File: config.mk
export PLATFORM = sky130hd
export DESIGN_NAME = decoder_nbit_strobe
export DESIGN_NICKNAME = d
export VERILOG_FILES = /design/src/rtl/decoder_nbit_strobe.sv
export SDC_FILE = /design/constraint.sdc
export NUM_CORES = 1
export LEC_CHECK = 0
export ABC_CLOCK_PERIOD_IN_PS = 1500
export BUFFER_PORTS_ARGS = -buffer_cell sky130_fd_sc_hd__buf_2
export CAP_MARGIN = 20
export CORE_ASPECT_RATIO = 0.5
export CORE_MARGIN = 1
export CORE_UTILIZATION = 24
export CTS_CLUSTER_DIAMETER = 150
export CTS_CLUSTER_SIZE = 14
export DETAILED_ROUTE_END_ITERATION = 10
export PLACE_DENSITY = 0.43
export SETUP_SLACK_MARGIN = 0.02
export SLEW_MARGIN = 20
export SYNTH_ARGS = -nofsm -noshare
export SYNTH_HDL_FRONTEND = slang
export SYNTH_SLANG_ARGS = --single-unit
export TNS_END_PERCENT = 100
File: constraint.sdc
create_clock -name clk -period 1.5 [get_ports clk]
set_input_delay 0.15 -clock clk [delete_from_list [all_inputs] [get_ports clk]]
set_output_delay 0.15 -clock clk [all_outputs]
set_load 0.01 [all_outputs]
File: src/rtl/decoder_nbit_strobe.sv
`default_nettype none
// ============================================================================
// Module      : decoder_nbit_strobe
// Description : Registered N-bit decoder with a timed strobe. A request
//               (addr, mode, len) is accepted over valid/ready, the one-hot
//               or thermometer pattern is held on y for len cycles, then a
//               fixed idle gap is forced before the next request.
// Revision    : 1.0 - initial release
// ============================================================================
module decoder_nbit_strobe #(
    parameter int N       = 3,
    parameter int LEN_W   = 8,
    parameter int GAP_LEN = 1
) (
    input  logic              clk,
    input  logic              rst_n,
    input  logic              enable,
    input  logic              req_valid,
    output logic              req_ready,
    input  logic [N-1:0]      req_addr,
    input  logic              req_mode,
    input  logic [LEN_W-1:0]  req_len,
    output logic [2**N-1:0]   y,
    output logic              busy,
    output logic              done,
    output logic              aborted
);

    localparam int W     = 2**N;
    // The gap counter only has to hold GAP_LEN-1; keep it at least one bit wide.
    localparam int GAP_W = (GAP_LEN > 1) ? $clog2(GAP_LEN) : 1;
    localparam logic [GAP_W-1:0] c_gap_load = (GAP_LEN > 0) ? GAP_W'(GAP_LEN - 1) : '0;

    localparam logic [1:0] c_IDLE   = 2'd0;
    localparam logic [1:0] c_ACTIVE = 2'd1;
    localparam logic [1:0] c_GAP    = 2'd2;

    logic [1:0]       r_state;
    logic [LEN_W-1:0] r_len_cnt;
    logic [GAP_W-1:0] r_gap_cnt;

    logic [W-1:0]     w_onehot;
    logic [W-1:0]     w_therm;
    logic [W-1:0]     w_pattern;
    logic [LEN_W-1:0] w_len_m1;
    logic             w_accept;

    // Thermometer bit k is set for every k up to and including the address.
    for (genvar k = 0; k < W; k++) begin : g_therm
        assign w_therm[k] = (N'(k) <= req_addr);
    end

    assign w_onehot = W'(1) << req_addr;

    // Select the decode style and derive the counter load (len 0 behaves as 1).
    always_comb begin
        w_pattern = req_mode ? w_therm : w_onehot;
        w_len_m1  = (req_len == '0) ? '0 : (req_len - LEN_W'(1));
    end

    // Held low during reset even though the state register already reads IDLE.
    assign req_ready = rst_n && enable && (r_state == c_IDLE);
    assign w_accept  = req_valid && req_ready;

    // Strobe sequencer: IDLE -> ACTIVE (len cycles) -> GAP (GAP_LEN cycles) -> IDLE.
    always_ff @(posedge clk or negedge rst_n) begin
        if (!rst_n) begin
            r_state   <= c_IDLE;
            r_len_cnt <= '0;
            r_gap_cnt <= '0;
            y         <= '0;
            busy      <= 1'b0;
            done      <= 1'b0;
            aborted   <= 1'b0;
        end else begin
            done    <= 1'b0;
            aborted <= 1'b0;
            case (r_state)
                c_IDLE: begin
                    if (w_accept) begin
                        y         <= w_pattern;
                        r_len_cnt <= w_len_m1;
                        r_state   <= c_ACTIVE;
                        busy      <= 1'b1;
                    end
                end
                c_ACTIVE: begin
                    if (!enable) begin
                        // Abort skips the gap entirely.
                        y       <= '0;
                        aborted <= 1'b1;
                        r_state <= c_IDLE;
                        busy    <= 1'b0;
                    end else if (r_len_cnt == '0) begin
                        y    <= '0;
                        done <= 1'b1;
                        if (GAP_LEN > 0) begin
                            // The done cycle is the first gap cycle.
                            r_state   <= c_GAP;
                            r_gap_cnt <= c_gap_load;
                        end else begin
                            r_state <= c_IDLE;
                            busy    <= 1'b0;
                        end
                    end else begin
                        r_len_cnt <= r_len_cnt - LEN_W'(1);
                    end
                end
                c_GAP: begin
                    // enable is deliberately ignored here.
                    if (r_gap_cnt == '0) begin
                        r_state <= c_IDLE;
                        busy    <= 1'b0;
                    end else begin
                        r_gap_cnt <= r_gap_cnt - GAP_W'(1);
                    end
                end
                default: begin
                    r_state <= c_IDLE;
                    y       <= '0;
                    busy    <= 1'b0;
                end
            endcase
        end
    end

endmodule
`default_nettype wire

==> metrics.txt <==
syn_area_per_cell=9.16 sq um; CP bufs+invs=1; die height=53.3 um; Root Buffer Master=clkbuf_8; Final Skew=0.00417 ns; GR Util All Layers=0.130; Setup Crit Path Kind=flip-flop to flip-flop; fin. max-slew vios=0; Core ar.=5000 sq um; Peak Freq=678 MHz; Area contributors post-synth=dfrtp_1, nor2_1, ha_1, inv_1, o21ai_0; Yosys top cell by area=dfrtp_1; Initial Utilization=0.253; flops & latches, synth=21; row count=18; Worst slew margin=0.808; CP startpoint kind=flip-flop; Max-Cap Viols=0; syn_nets=158; Hold WC Path Type=primary input to flip-flop; Die ar.=5580 sq um; power per cell area=1160 nW/um^2; Fin. Hold Viols=0; critical path's largest stage delay=0.41 ns; antenna fix cells=0; Clock Pin Slew Worst Setup and Hold Paths=0.08 ns; GR Util met1=0.171; RSZ-0062 raised after global routing=true; final instance area=1960 sq um; dominant synthesized flop cell=dfrtp_1; Final setup viols=0; fraction of registers with async set/reset=1.00; CTS tree=done; status=complete, no violations; die width=105 um; Power, Total=0.00227 W; top cell type's share of synthesized area=0.416; layout cell share with drive strength beyond 1=0.473; met2 usage=0.213; critical path, cell by cell=nor3_4, nand3_4, nand3b_1, a21oi_4, buf_6, a32o_1; pin count of the biggest net entering global routing=22; DRT Pass-1 Iters=4; Synth Instances=138; Ports=28; H-tree Lvls=1; Num Clock Sinks=21; busiest grt layer=met2; Warnings, synthesis=0; worst ir drop on vdd=0.424 mV; initial DRC count=41; grt ovf=0; distinct cell type count after synthesis=42; met3 Use GR=0.0283; first-pass GRT wire length=5580 um; Leakage=0.914 nW; CP required=1.66 ns; vias per inst=4.57; DR vias=1257; register area share after synthesis=0.416; Detail Placement HPWL=2500 um; PortBufs=27; Clk Latency, worst-skew pair=0.26 ns; vias in the first global route=1188; placed inst area=1710 sq um; post-synthesis cell area=1260 sq um; slowest cell on the critical path=dfrtp_1; Clock Path Buffers=2; Wirelength per Cell=12.4 um; crit path DAT=1.63 ns; DRT antenna net count=0; fin nets=226; CP Capture Type=flip-flop; Placer Congestion=0.760; worst slew pin tran=0.288 ns; synthesis-to-layout area growth=54.9%; final WL=3410 um; Crit Path Max Fanout=4; Final period util=0.983; drc violations=0; number of buffers created by CTS=3; min Tclk post-route=1.47 ns; initial antenna violation count=0; number of synthesized flops with an enable pin=0; delay-heaviest family, CP=simple AND/OR/NAND/NOR gates
stage by stage:
step	utilization	setup slack [ns]	setup TNS [ns]	std cells	hold slack, ns
after floorplan	-	-0.00649	-0.00649	138	-0.146
after global placement	0.342	-0.181	-0.889	264	0.186
after detailed placement	0.342	-0.175	-0.858	264	0.191
after CTS	0.363	0.0193	0	272	0.123
after global routing	0.391	-0.0280	-0.0610	275	0.161
final	0.391	0.0257	0	275	0.151
report_power, final:
part	leakage, nW	switching (W)	total (W)	internal (W)
clock	0.0228	0.000192	0.000381	0.000190
sequential	0.270	0.000122	0.000832	0.000709
combinational	0.621	0.000507	0.00106	0.000552
total	0.914	0.000821	0.00227	0.00145
cells in the final DEF, fill, tap and decap left out, drive strengths merged, types with 2 or more instances in the layout:
cell type,n
o22ai,3
nor2,17
nand3b,2
o2111ai,2
nor4,3
nand2b,2
o21ai,15
nand2,7
dfrtp,21
a31oi,2
mux2,2
inv,12
mux2i,3
nor3,5
ha,4
a21oi,8
xnor2,3
o22a,2
and3,2
buf,66
o2bb2ai,4
clkbuf,4
cell usage after synthesis, types with 3 or more instances:
cell       count
dfrtp_1       21
nor2_1        16
inv_1         12
o21ai_0        8
a21oi_1        7
nand2_1        7
o21ai_1        7
nor3_1         5
ha_1           4
o2bb2ai_1      4
clkbuf_1       3
mux2i_1        3
o22ai_1        3
xnor2_1        3
cell families (layout without fill, tap and decap cells):
logic type / Yosys count / after routing / share of synthesized area
and+or+nand+nor: 47 / 47 / 0.196
AOI/OAI and AO/OA: 41 / 41 / 0.226
DFF: 21 / 21 / 0.416
buffers and inverters: 16 / 83 / 0.0535
muxes: 5 / 5 / 0.0416
adders and majority gates: 4 / 4 / 0.0396
xor gates and xnor gates: 4 / 4 / 0.0277
sequential cells by signal, summed over array words and instances, names as in the netlist:
register,cells
r_state,2
done,1
y,8
r_len_cnt,8
busy,1
aborted,1
area by class of cell:
type | count | area, sq um
inverter | 12 | 47.5
timing repair buffer | 67 | 460
sequential | 21 | 527
tap | 70 | 87.6
clock buffer | 4 | 45.0
multi-input combinational | 101 | 790
fill | 525 | 3040
layer usage:
metal	part of all wire	wire length, um
met1	0.51	1750
met2	0.44	1500
met3	0.037	126
met4	0.011	38
met5	0	0
path summary, 6_finish.rpt:
check | from | endpoint | cells after the start | slack (ns)
min reg2reg | y[3] | y[3] | 1 | 0.48
min | enable | aborted | 2 | 0.15
max in group asynchronous | rst_n | r_state[0] | 3 | 0.83
max | r_len_cnt[2] | y[5] | 6 | 0.03
min in group asynchronous | rst_n | done | 3 | 0.43
max reg2reg | r_len_cnt[2] | y[5] | 6 | 0.03
repair_timing:
item | 4_1_cts | 5_1_grt
pin swaps | 3 | 6
endpoints found under the hold margin | 21 | 0
hold buffers | 1 | 0
gates cloned | 0 | 1
endpoints found under the setup margin | 17 | 15
resized for setup | 8 | 34
buffers inserted | 3 | 2
(Power assumes the default switching activity.)
